==> src/rtl/vpu_issue_tracker.sv <==
// vpu_issue_tracker
//   Tracks up to DEPTH in-flight vector ops, each with its own execution
//   latency, and releases their completions strictly in issue order.
//
// Ports
//   clk            : clock, all state updates on the rising edge
//   rst_n          : synchronous active-low reset
//   issue_valid_i  : an op is offered for issue
//   issue_ready_o  : tracker can accept an op this cycle (count < DEPTH)
//   issue_delay_i  : execution latency of the offered op in cycles (0 acts as 1)
//   issue_tag_i    : tag of the offered op
//   done_valid_o   : oldest op has finished its latency
//   done_ready_i   : consumer accepts the completion
//   done_tag_o     : tag of the completing op
//   busy_o         : at least one op is outstanding
//   count_o        : number of outstanding ops
module vpu_issue_tracker #(
  parameter int DEPTH   = 4,
  parameter int DELAY_W = 4,
  parameter int TAG_W   = 5
) (
  input  logic                         clk,
  input  logic                         rst_n,
  input  logic                         issue_valid_i,
  output logic                         issue_ready_o,
  input  logic [DELAY_W-1:0]           issue_delay_i,
  input  logic [TAG_W-1:0]             issue_tag_i,
  output logic                         done_valid_o,
  input  logic                         done_ready_i,
  output logic [TAG_W-1:0]             done_tag_o,
  output logic                         busy_o,
  output logic [$clog2(DEPTH+1)-1:0]   count_o
);

  localparam int PTR_W = $clog2(DEPTH);
  localparam int CNT_W = $clog2(DEPTH + 1);
  localparam logic [CNT_W-1:0] DEPTH_C = CNT_W'(DEPTH);
  localparam logic [CNT_W-1:0] ONE_C   = CNT_W'(1);

  typedef enum logic [1:0] {
    S_IDLE = 2'd0,
    S_RUN  = 2'd1,
    S_FULL = 2'd2
  } state_e;

  state_e state_q, state_d;

  logic               valid_q [DEPTH];
  logic [TAG_W-1:0]   tag_q   [DEPTH];
  logic [DELAY_W-1:0] rem_q   [DEPTH];

  logic [PTR_W-1:0]   wr_ptr_q;
  logic [PTR_W-1:0]   rd_ptr_q;
  logic [CNT_W-1:0]   count_q, count_d;

  logic               accept;
  logic               retire;
  logic [DELAY_W-1:0] load_val;

  // Ready depends only on registered count, so a retire in the same cycle
  // never opens a slot for a full tracker.
  assign issue_ready_o = (count_q < DEPTH_C);
  assign done_valid_o  = valid_q[rd_ptr_q] && (rem_q[rd_ptr_q] == '0);
  assign done_tag_o    = tag_q[rd_ptr_q];
  assign busy_o        = (state_q != S_IDLE);
  assign count_o       = count_q;

  assign accept = issue_valid_i && issue_ready_o;
  assign retire = done_valid_o && done_ready_i;

  // Remaining cycles after the accept edge; a zero delay behaves as one.
  assign load_val = (issue_delay_i == '0) ? '0 : issue_delay_i - DELAY_W'(1);

  // Per-entry storage. Slots are exclusive between load and retire: the
  // write slot equals the read slot only when empty (no retire) or full
  // (no accept).
  for (genvar gi = 0; gi < DEPTH; gi++) begin : g_entry
    always_ff @(posedge clk) begin
      if (!rst_n) begin
        valid_q[gi] <= 1'b0;
        tag_q[gi]   <= '0;
        rem_q[gi]   <= '0;
      end else if (accept && (wr_ptr_q == PTR_W'(gi))) begin
        valid_q[gi] <= 1'b1;
        tag_q[gi]   <= issue_tag_i;
        rem_q[gi]   <= load_val;
      end else if (retire && (rd_ptr_q == PTR_W'(gi))) begin
        valid_q[gi] <= 1'b0;
      end else if (valid_q[gi] && (rem_q[gi] != '0)) begin
        // Saturating countdown: a ripe entry just waits at zero.
        rem_q[gi] <= rem_q[gi] - DELAY_W'(1);
      end
    end
  end

  always_comb begin
    count_d = count_q;
    if (accept && !retire) count_d = count_q + ONE_C;
    else if (retire && !accept) count_d = count_q - ONE_C;
  end

  // Pointers wrap naturally because DEPTH is a power of two.
  always_ff @(posedge clk) begin
    if (!rst_n) begin
      wr_ptr_q <= '0;
      rd_ptr_q <= '0;
      count_q  <= '0;
      state_q  <= S_IDLE;
    end else begin
      if (accept) wr_ptr_q <= wr_ptr_q + PTR_W'(1);
      if (retire) rd_ptr_q <= rd_ptr_q + PTR_W'(1);
      count_q <= count_d;
      state_q <= state_d;
    end
  end

  always_comb begin
    state_d = state_q;
    case (state_q)
      S_IDLE: begin
        if (accept) state_d = S_RUN;
      end
      S_RUN: begin
        if (accept && !retire && (count_q == DEPTH_C - ONE_C)) state_d = S_FULL;
        else if (retire && !accept && (count_q == ONE_C)) state_d = S_IDLE;
      end
      S_FULL: begin
        if (retire) state_d = S_RUN;
      end
      default: state_d = S_IDLE;
    endcase
  end

endmodule

==> config.mk <==
export PLATFORM = sky130hd
export DESIGN_NAME = vpu_issue_tracker
export DESIGN_NICKNAME = d
export VERILOG_FILES = /design/src/rtl/vpu_issue_tracker.sv
export SDC_FILE = /design/constraint.sdc
export NUM_CORES = 1
export LEC_CHECK = 0
export ABC_AREA = 1
export CORE_MARGIN = 10
export CORE_UTILIZATION = 25
export CTS_BUF_LIST = sky130_fd_sc_hd__clkbuf_8
export DETAILED_ROUTE_END_ITERATION = 7
export PLACE_DENSITY = 0.45
export SLEW_MARGIN = 20
export SYNTH_ARGS = -nofsm -noshare
export SYNTH_HDL_FRONTEND = slang
export SYNTH_SLANG_ARGS = --single-unit
==> constraint.sdc <==
create_clock -name clk -period 1.6 [get_ports clk]
set_input_delay 0.32 -clock clk [delete_from_list [all_inputs] [get_ports clk]]
set_output_delay 0.32 -clock clk [all_outputs]
set_load 0.1 [all_outputs]
==> reports/results.ini, run 1 <==
[power_and_ir_drop]
vdd_ir_drop_max_mv=1.266
leak_nw=1.844
p_total_mw=5.891
power.density_nw_per_um2=1333

[synthesis]
yosys_warnings=0
syn_area_um2=2833
synth_mux_area_share_pct=0
asyncSetResetFlopFracSynth_pct=0
post_synth_top_flop=sky130_fd_sc_hd__edfxtp_1
instance_count_of_the_mapped_netlist=316
average_cell_area_after_synthesis_um2=8.964
syn-num-nets=347
seq_area_frac_synth_pct=49.82
post_synth_and_or_nand_nor_area_fraction_pct=23.81
compound_gate_portion_of_the_synthesized_area_pct=8.525
postSynthRegisterBits=51
number_of_flops_mapped_to_enable_cells_by_yosys=39
synth-xor-area-share_pct=3.092
dominant_combinational_cell_family_by_area_after_synthesis=simple AND/OR/NAND/NOR gates
number_of_library_cell_types_mapped_by_synthesis=27
synth-adder-area-share_pct=7.951

[floorplan]
num_rows=38
floorplan.die.height_um=126.4
die-width_um=126.4
die_area_um2=15990
initial_utilization_pct=25.79
pin_count=24
placeableCoreArea_um2=10980

[worst_setup_path]
r2r_slack_ns=-0.20
cpMaxStageDelayCell=sky130_fd_sc_hd__edfxtp_1
critical_path.max_fanout=2
worstSetupStartpointType=register
worst_reg2reg_endpoint=state_q[0]$_SDFFE_PN0P_
worst-setup-path-type=register to output port
worst_r2r_path_depth=14
endpoint_kind=output port
crit_arrival_ns=1.53
critical_path.max_stage_delay_ns=0.41
critical_path.cell_chain=nor3_2 -> nand2_1 -> nand3_2 -> buf_6 -> nand2_4 -> clkinvlp_4 -> buf_12
crit_required_ns=1.28

[drt]
drt_wl_total_mm=7.125
avgViaCountPerCell=4.338
post_route_antenna_net_violation_count=0
drtPass1Iterations=4
route.vias.total=2351
drc_errors=0
average_wire_per_standard_cell_um=13.15
initialDrtViolationCount=75

[run]
max-cap-violations=0

[global_route]
grt_start_max_net_pins=19
number_of_antenna_violations_at_the_first_check_in_global_routing=0
track_usage_pct=8.979
globalRoute.totalOverflow=0
wire_length_of_the_first_global_routing_pass_mm=11.92
first_global_vias=2491

[sta]
rsz_0062_raised_after_global_routing=yes
final_hold_viol_count=0
finClkSkew_ns=0.009913
timing.max_slew.rel_slack_pct=65.29
period_minus_slack_ns=1.851
final.period_utilization_pct=115.7
worst_hold_slack_after_final_layout_ns=0.5056
setup_violations=50
max_freq_mhz=540.2
final_max_slew_viol_count=0
setup_tns_ns=-6.320
setup_ws_final_ns=-0.2512
worst_slew_pin_slew_ns=0.5182

[cells_and_area]
layout.core_utilization_pct=40.25
diodes=0
syn2layout_area_growth_pct=56.05
fin_nets=432
post_route_cells_drive_above_1_share_pct=40.80

[clocking]
clk_transition_reported_paths_ns=0.10
clock_root_buffer_master=sky130_fd_sc_hd__clkbuf_8
ctsLongestPathBuffers=2
worst_skew_pair.late_latency_ns=0.31
cts_inserted_buffers=5
tritoncts=yes
cts.sinks=51
depth_of_the_cts_h_tree=2

[status]
violations=setup timing
result_of_the_run=complete, but fails checks

[place]
place_congestion=0.7730
dp_hpwl_mm=5.459
buffer_ports.inserted=23

[min_path]
timing.hold.worst_path_depth=2
min_path_type=register to register
holdCritStartpoint=state_q[1]$_SDFFE_PN0P_
hold_path_end=state_q[1]$_SDFFE_PN0P_

## state kept, by name, indices dropped and copies added (netlist names), named ones only
register and flops:
state_q 2, rem_q 16, rd_ptr_q 2, valid_q 4, tag_q 20, wr_ptr_q 2
count_o 3
## metal layers
| metal | track usage, % | vias up | share of wire [%] |
|---|---|---|---|
| met5 | 0 | - | 0 |
| met2 | 16.49 | 22 | 53 |
| li1 | - | 1220 | - |
| met3 | 1.874 | 7 | 3.3 |
| met4 | 2.344 | 0 | 1.1 |
| met1 | 10.24 | 1102 | 43 |
## power by group
part           switching, mW  internal (mW)  total (mW)
Clock                  0.477          0.323       0.800
Combinational           1.91           1.32        3.24
Sequential             0.178           1.68        1.86
Total                   2.57           3.32        5.89
## worst max-delay path, delay by kind of cell (launching register included)
kind / cells / cell delay, ns
flip-flops: 1 / 0.41
buffers and inverters: 3 / 0.33
AND/OR/NAND/NOR: 4 / 0.47
## synth_stat cells (4+ instances only)
cell type	number	share of area, %
sky130_fd_sc_hd__o21ai_0	21	3.7
sky130_fd_sc_hd__o22ai_1	6	1.3
sky130_fd_sc_hd__xnor2_1	4	1.2
sky130_fd_sc_hd__nand2_4	4	1.6
sky130_fd_sc_hd__xor2_1	6	1.9
sky130_fd_sc_hd__nor2_2	5	1.1
sky130_fd_sc_hd__inv_1	43	5.7
sky130_fd_sc_hd__nand4_1	14	3.1
sky130_fd_sc_hd__edfxtp_1	39	41
sky130_fd_sc_hd__ha_1	18	8.0
sky130_fd_sc_hd__nand3_1	8	1.4
sky130_fd_sc_hd__dfxtp_1	12	8.5
sky130_fd_sc_hd__nor2_1	40	5.3
sky130_fd_sc_hd__a21oi_1	11	1.9
sky130_fd_sc_hd__nand2_1	61	8.1
## how the worst max path moves through the flow
stage,cells after the start,to,from,slack (ns)
global route,7,done_valid_o,rem_q[1][1]$_DFFE_PP_,-0.33
finish,7,done_valid_o,rem_q[2][1]$_SDFFCE_PN0P_,-0.25
floorplan,8,rem_q[1][0]$_DFFE_PP_,count_o[2]$_SDFFE_PN0P_,-0.08
global placement,9,state_q[0]$_SDFFE_PN0P_,done_ready_i,-0.24
detailed placement,7,tag_q[2][1]$_SDFFCE_PN0P_,issue_valid_i,-0.26
CTS,7,done_valid_o,rem_q[2][2]$_SDFFCE_PN0P_,-0.30
## area by class of cell
cell class / instances / area, um^2
Timing Repair Buffer: 81 / 864.6
Tap cell: 140 / 175.2
Clock inverter: 3 / 26.28
Multi-Input combinational cell: 215 / 1655
Inverter: 47 / 207.7
Sequential cell: 51 / 1423
Fill cell: 1071 / 6563
Clock buffer: 5 / 68.82
## cells in the final DEF, fill, tap and decap left out, types with 6 or more instances in the layout
cell / instances
sky130_fd_sc_hd__edfxtp_1: 39
sky130_fd_sc_hd__clkdlybuf4s50_1: 12
sky130_fd_sc_hd__dfxtp_1: 7
sky130_fd_sc_hd__nand2_1: 49
sky130_fd_sc_hd__nand2_4: 7
sky130_fd_sc_hd__nand2_2: 7
sky130_fd_sc_hd__nor2_1: 31
sky130_fd_sc_hd__xor2_1: 6
sky130_fd_sc_hd__ha_1: 16
sky130_fd_sc_hd__inv_1: 38
sky130_fd_sc_hd__buf_6: 7
sky130_fd_sc_hd__nand3_4: 6
sky130_fd_sc_hd__o21ai_2: 10
sky130_fd_sc_hd__a21oi_2: 6
sky130_fd_sc_hd__buf_12: 16
sky130_fd_sc_hd__nand4_1: 14
sky130_fd_sc_hd__nor2_2: 10
sky130_fd_sc_hd__buf_4: 46
## logic make-up after synthesis
kind of cell             count (synthesis)
AND/OR/NAND/NOR                        142
buffers and inverters                   50
XOR/XNOR                                10
adder cells (fa/ha/maj)                 18
AO/OA/AOI/OAI                           45
flip-flops                              51
## per-stage QoR
stage / instances / worst slack, ns / area, um^2
finish: 542 / -0.2512 / 4420
global route: 542 / -0.3310 / 4420
CTS: 539 / -0.2963 / 4279
detailed placement: 524 / -0.2565 / 3860
global placement: 524 / -0.2380 / 3860
floorplan: 316 / -0.08168 / 2988
## timing repair
action | 4_1_cts | 5_1_grt
pin swaps | 15 | 12
gates cloned | 1 | 0
resized for setup | 65 | 41
endpoints found under the setup margin | 45 | 56
setup buffers | 6 | 6
hold buffers | 0 | 0
Power figures use the tool's default switching activity.
==> inputs of run 2 (changes only) <==
- DONT_BUFFER_PORTS: not set -> 1
- PLACE_DENSITY: 0.45 -> 0.43
==> reports/results.ini, run 2 (synthesis results as in run 1) <==
[floorplan]
floorplan.die.height_um=126.4  ; unchanged
num_rows=38  ; unchanged
pin_count=24  ; unchanged
placeableCoreArea_um2=10980  ; unchanged
initial_utilization_pct=25.79  ; unchanged
die-width_um=126.4  ; unchanged
die_area_um2=15990  ; unchanged

[sta]
setup_violations=43  ; -14%
final_hold_viol_count=0  ; unchanged
setup_ws_final_ns=-0.2575  ; -0.006229 ns
period_minus_slack_ns=1.857  ; +0.006229 ns
worst_hold_slack_after_final_layout_ns=0.1322  ; -0.3734 ns
finClkSkew_ns=0.01054  ; +0.0006297 ns
rsz_0062_raised_after_global_routing=yes
worst_slew_pin_slew_ns=0.4857  ; -0.03252 ns
max_freq_mhz=538.4  ; -0.34%
final_max_slew_viol_count=0  ; unchanged
timing.max_slew.rel_slack_pct=67.47  ; +2.2 points
final.period_utilization_pct=116.1  ; +0.39 points

[worst_setup_path]
worst_path_dominant_cell_family=buffers and inverters
endpoint_kind=output port
critical_path.max_stage_delay_ns=0.39  ; -0.02 ns
worstSetupStartpointType=register
critPathBufInv=4  ; +1
worst-setup-path-type=register to output port
critical_path.max_fanout=2  ; unchanged
crit_required_ns=1.28  ; about the same
crit_arrival_ns=1.54  ; about the same
cpMaxStageDelayCell=sky130_fd_sc_hd__edfxtp_1
critical_path.cell_chain=inv_1 -> nand2_2 -> nor2_2 -> nand2_1 -> nand3_2 -> buf_6 -> nand2_4 -> clkinvlp_4 -> buf_12

[global_route]
number_of_antenna_violations_at_the_first_check_in_global_routing=0  ; unchanged
wire_length_of_the_first_global_routing_pass_mm=11.51  ; -3.5%
first_global_vias=2347  ; -5.8%
track_usage_pct=8.791  ; -0.19 points
globalRoute.totalOverflow=0  ; unchanged
grt_start_max_net_pins=18  ; -1

[cells_and_area]
design_area_um2=4163  ; -5.8%
layout_top_registers=tag_q (20), rem_q (16), valid_q (4)
fin_nets=411  ; -4.9%
post_route_cells_drive_above_1_share_pct=39.63  ; -1.2 points
syn2layout_area_growth_pct=46.95
number_of_flip_flops_in_the_largest_register=20  ; unchanged
fillerInstances=1087  ; +1.5%
multi_input_comb_area_um2=1648  ; -0.45%
diodes=0  ; unchanged
seqCellArea_um2=1425  ; +0.18%
most-common-layout-cells=50 x sky130_fd_sc_hd__nand2_1, 43 x sky130_fd_sc_hd__buf_4, 39 x sky130_fd_sc_hd__edfxtp_1
layout_commonest_cell=sky130_fd_sc_hd__nand2_1
registers.top_by_ff_count=tag_q

[drt]
average_wire_per_standard_cell_um=13.74  ; +4.5%
initialDrtViolationCount=115  ; +53%
drc_errors=0  ; unchanged
drtPass1Iterations=5  ; +1
post_route_antenna_net_violation_count=0  ; unchanged
route.vias.total=2314  ; -1.6%
avgViaCountPerCell=4.441  ; +2.4%
drt_wl_total_mm=7.160  ; +0.49%

[clocking]
clock_root_buffer_master=sky130_fd_sc_hd__clkbuf_8
ctsLongestPathBuffers=2  ; unchanged
cts.sinks=51  ; unchanged
tritoncts=yes
clk_transition_reported_paths_ns=0.10  ; about the same
count_of_hold_buffers_inserted_by_post_cts_repair=0  ; unchanged
depth_of_the_cts_h_tree=2  ; unchanged
cts_inserted_buffers=5  ; unchanged
worst_skew_pair.late_latency_ns=0.31  ; about the same

[place]
buffer_ports.inserted=0  ; -100%
dp_hpwl_mm=5.276  ; -3.4%
place_congestion=0.7823  ; +1.2%
dpl_cell_area_um2=3565  ; -7.6%
preCtsSetupSlack_ns=-0.2176  ; +0.03888 ns

[status]
violations=setup timing
result_of_the_run=complete, but fails checks

[min_path]
min_path_type=input pin to register

[power_and_ir_drop]
leak_nw=1.730  ; -6.2%
power.density_nw_per_um2=1372  ; +2.9%
vdd_ir_drop_max_mv=1.172  ; -7.4%

[run]
max-cap-violations=0  ; unchanged

## run 2: metal layers
layer  vias to the layer above  GRT usage [%]  routed length [um]
met1                      1069          10.62                3229
met2                        45          14.82                3454
met3                        12          2.374                 337
li1                       1188              -                   -
met4                         0          2.746                 138
met5                         -              0                   0
## run 2: area by class of cell
cell class,instances,area share [%]
Timing Repair Buffer,60,14.64
Clock buffer,5,1.653
Tap cell,140,4.208
Sequential cell,51,34.24
Clock inverter,3,0.5711
Multi-Input combinational cell,215,39.59
Inverter,47,5.110
## run 2: worst paths after layout
| kind | from | endpoint | slack (ns) | cells after the start |
|---|---|---|---|---|
| worst max-delay path | rem_q[0][2]$_DFFE_PP_ | done_valid_o | -0.26 | 9 |
| worst min-delay path | rst_n | count_o[2]$_SDFFE_PN0P_ | 0.13 | 2 |
| worst max register to register | rem_q[0][2]$_DFFE_PP_ | state_q[0]$_SDFFE_PN0P_ | -0.18 | 14 |
| worst min register to register | count_o[0]$_SDFFE_PN0P_ | count_o[0]$_SDFFE_PN0P_ | 0.51 | 1 |
## run 2: report_power, final
group	internal [mW]	switching (mW)	total, mW
clock	0.314	0.489	0.803
combinational	1.18	1.88	3.06
sequential	1.68	0.166	1.85
## run 2: what timing repair did
| item | 4_1_cts | 5_1_grt |
|---|---|---|
| hold endpoints to repair | 0 | 0 |
| setup buffers | 9 | 6 |
| gates resized for setup | 67 | 34 |
| setup endpoints to repair | 45 | 51 |
| pin swaps | 15 | 15 |
| gates cloned | 1 | 1 |
## run 2: per-stage QoR
step                      cells  total power [mW]  TNS [ns]  utilization (%)
after floorplan             316             3.629   -0.8235                -
after global placement      497             4.442    -2.546            32.46
after detailed placement    497             4.442    -3.861            32.46
after CTS                   515             5.595    -5.821            36.43
after global routing        521             6.040    -10.21            37.90
final                       521             5.711    -4.991            37.90
==> inputs of run 3 (changes only) <==
- CTS_BUF_LIST: sky130_fd_sc_hd__clkbuf_8 -> not set
==> reports/results.ini, run 3 (synthesis results as in run 1) <==
[sta]
finClkSkew_ns=0.006795  ; -0.003747 ns
period_minus_slack_ns=1.830  ; -0.02795 ns
setup_violations=45  ; +4.7%
rsz_0062_raised_after_global_routing=yes
max_freq_mhz=546.6  ; +1.5%
final_hold_viol_count=0  ; unchanged
setup_ws_final_ns=-0.2295  ; +0.02795 ns
worst_slew_pin_slew_ns=0.5020  ; +0.01631 ns
final_max_slew_viol_count=0  ; unchanged
timing.max_slew.rel_slack_pct=66.38  ; -1.1 points
final.period_utilization_pct=114.3  ; -1.7 points

[worst_setup_path]
worst_r2r_path_depth=11  ; -3
worstSetupStartpointType=register
critical_path.max_fanout=2  ; unchanged
r2r_slack_ns=-0.19  ; about the same
crit_required_ns=1.28  ; about the same
worst_r2r_startpoint=rem_q[2][1]$_SDFFCE_PN0P_
crit_arrival_ns=1.51  ; -0.03 ns
worst-setup-path-type=register to output port
worst_reg2reg_endpoint=state_q[0]$_SDFFE_PN0P_
endpoint_kind=output port

[power_and_ir_drop]
power.share.sequential_pct=30.4  ; -1.9 points
sw_frac_of_total_pct=42.65  ; -1.7 points
power_switching_mw=2.593  ; +2.4%
leak_nw=1.756  ; +1.5%
internal_power_summed_over_all_cells_mw=3.486  ; +9.7%
p_total_mw=6.079  ; +6.4%
vdd_ir_drop_max_mv=1.232  ; +5.1%
combinational_group_share_of_total_power_pct=51.6  ; -2.0 points
clock_power_share_pct=18.1  ; +4.0 points
power.density_nw_per_um2=1427  ; +4.0%

[run]
max-cap-violations=0  ; unchanged

[status]
result_of_the_run=complete, but fails checks
violations=setup timing

[floorplan]
die_area_um2=15990  ; unchanged
num_rows=38  ; unchanged
placeableCoreArea_um2=10980  ; unchanged
initial_utilization_pct=25.79  ; unchanged
pin_count=24  ; unchanged
floorplan.die.height_um=126.4  ; unchanged
die-width_um=126.4  ; unchanged

[clocking]
worst_skew_pair.late_latency_ns=0.29  ; -0.02 ns
clock_root_buffer_master=sky130_fd_sc_hd__clkbuf_16
ctsLongestPathBuffers=2  ; unchanged
cts.sinks=51  ; unchanged
depth_of_the_cts_h_tree=2  ; unchanged
cts_inserted_buffers=5  ; unchanged
tritoncts=yes
clk_transition_reported_paths_ns=0.07  ; -0.03 ns

[cells_and_area]
layout.core_utilization_pct=38.79  ; +0.89 points
fillerInstances=1072  ; -1.4%
layout_top_registers=tag_q (20), rem_q (16), valid_q (4)
most-common-layout-cells=46 x sky130_fd_sc_hd__nand2_1, 40 x sky130_fd_sc_hd__buf_4, 39 x sky130_fd_sc_hd__edfxtp_1
diodes=0  ; unchanged
multi_input_comb_area_um2=1682  ; +2.0%
layout_commonest_cell=sky130_fd_sc_hd__nand2_1
design_area_um2=4260  ; +2.3%
registers.top_by_ff_count=tag_q
syn2layout_area_growth_pct=50.40
post_route_cells_drive_above_1_share_pct=41.73  ; +2.1 points
seqCellArea_um2=1423  ; -0.18%
number_of_flip_flops_in_the_largest_register=20  ; unchanged
fin_nets=411  ; unchanged

[drt]
met1Wirelength_mm=3.213  ; -0.50%
drc_errors=0  ; unchanged
route.vias.total=2291  ; -0.99%
top_signal_layer_used=met4
initialDrtViolationCount=139  ; +21%
avgViaCountPerCell=4.397  ; -0.99%
drtPass1Iterations=4  ; -1
average_wire_per_standard_cell_um=13.73  ; -0.13%
wl_met3_um=327  ; -3.0%
post_route_antenna_net_violation_count=0  ; unchanged
route.met2.wl_mm=3.508  ; +1.6%
drt_wl_total_mm=7.151  ; -0.13%

[min_path]
min_path_type=input pin to register
holdCritStartpoint=rst_n
timing.hold.worst_path_depth=2  ; unchanged
hold_path_end=count_o[0]$_SDFFE_PN0P_

[place]
buffer_ports.inserted=0  ; unchanged
dp_hpwl_mm=5.276  ; unchanged
preCtsSetupSlack_ns=-0.2176  ; unchanged
dpl_cell_area_um2=3565  ; unchanged
place_congestion=0.7823  ; unchanged

[global_route]
grt_start_max_net_pins=18  ; unchanged
globalRoute.totalOverflow=0  ; unchanged
wire_length_of_the_first_global_routing_pass_mm=11.67  ; +1.4%
first_global_vias=2352  ; +0.21%
number_of_antenna_violations_at_the_first_check_in_global_routing=0  ; unchanged
track_usage_pct=8.938  ; +0.15 points

-- run 3: cell types whose count changed in the layout (fill, tap and decap cells not counted), sizes merged --
cell	before	now
buf	59	60
clkbuf	6	5
-- run 3: final cells by class --
| class | instances | area share [%] |
|---|---|---|
| inverter | 47 | 4.993 |
| clock buffer | 5 | 2.937 |
| clock inverter | 3 | 0.5580 |
| sequential | 51 | 33.39 |
| timing repair buffer | 60 | 14.54 |
| tap | 140 | 4.112 |
| multi-input combinational | 215 | 39.47 |
-- run 3: worst max-delay path by stage --
stage,to,cells past startpoint,slack (ns),start
floorplan,rem_q[1][0]$_DFFE_PP_,8,-0.08,count_o[2]$_SDFFE_PN0P_
global placement,state_q[0]$_SDFFE_PN0P_,11,-0.17,rem_q[1][1]$_DFFE_PP_
detailed placement,state_q[0]$_SDFFE_PN0P_,11,-0.22,rem_q[1][1]$_DFFE_PP_
CTS,done_valid_o,7,-0.24,rem_q[1][2]$_DFFE_PP_
global route,done_valid_o,9,-0.33,rem_q[0][2]$_DFFE_PP_
finish,done_valid_o,9,-0.23,rem_q[0][2]$_DFFE_PP_
-- run 3: metal layers --
layer | GRT usage (%) | vias to the layer above
li1 | - | 1186
met1 | 10.89 | 1062
met2 | 15.16 | 37
met3 | 2.124 | 6
met4 | 2.813 | 0
met5 | 0 | -
-- run 3: power by group through the flow --
stage          registers [mW]  clock network (mW)  logic, mW
2_1_floorplan            2.04                   0       1.59
3_3_place_gp             1.84                   0       2.61
3_5_place_dp             1.84                   0       2.61
4_1_cts                  1.84                1.13       3.00
5_1_grt                  1.87                1.18       3.36
6_report                 1.85                1.10       3.13
-- run 3: repair_timing --
item,4_1_cts,5_1_grt
pin swaps,17,22
cloned,2,0
setup endpoints to repair,45,50
gates resized for setup,75,39
hold buffers,0,0
buffers inserted,9,7
-- run 3: critical path: stages (launching register included) --
cell and delay, ns:
sky130_fd_sc_hd__edfxtp_1 0.38, sky130_fd_sc_hd__inv_1 0.08, sky130_fd_sc_hd__nand2_2 0.05, sky130_fd_sc_hd__nor2_2 0.14, sky130_fd_sc_hd__nand2_1 0.08, sky130_fd_sc_hd__nand3_2 0.09, sky130_fd_sc_hd__buf_6 0.11, sky130_fd_sc_hd__nand2_4 0.04
sky130_fd_sc_hd__clkinvlp_4 0.07, sky130_fd_sc_hd__buf_12 0.16
-- run 3: per-stage QoR --
| step | hold WS, ns | setup TNS (ns) | instances |
|---|---|---|---|
| after floorplan | 0.4808 | -0.8235 | 316 |
| after global placement | 0.4593 | -2.546 | 497 |
| after detailed placement | 0.4669 | -3.861 | 497 |
| after CTS | 0.1508 | -5.782 | 516 |
| after global routing | 0.1264 | -10.02 | 521 |
| final | 0.1389 | -4.629 | 521 |
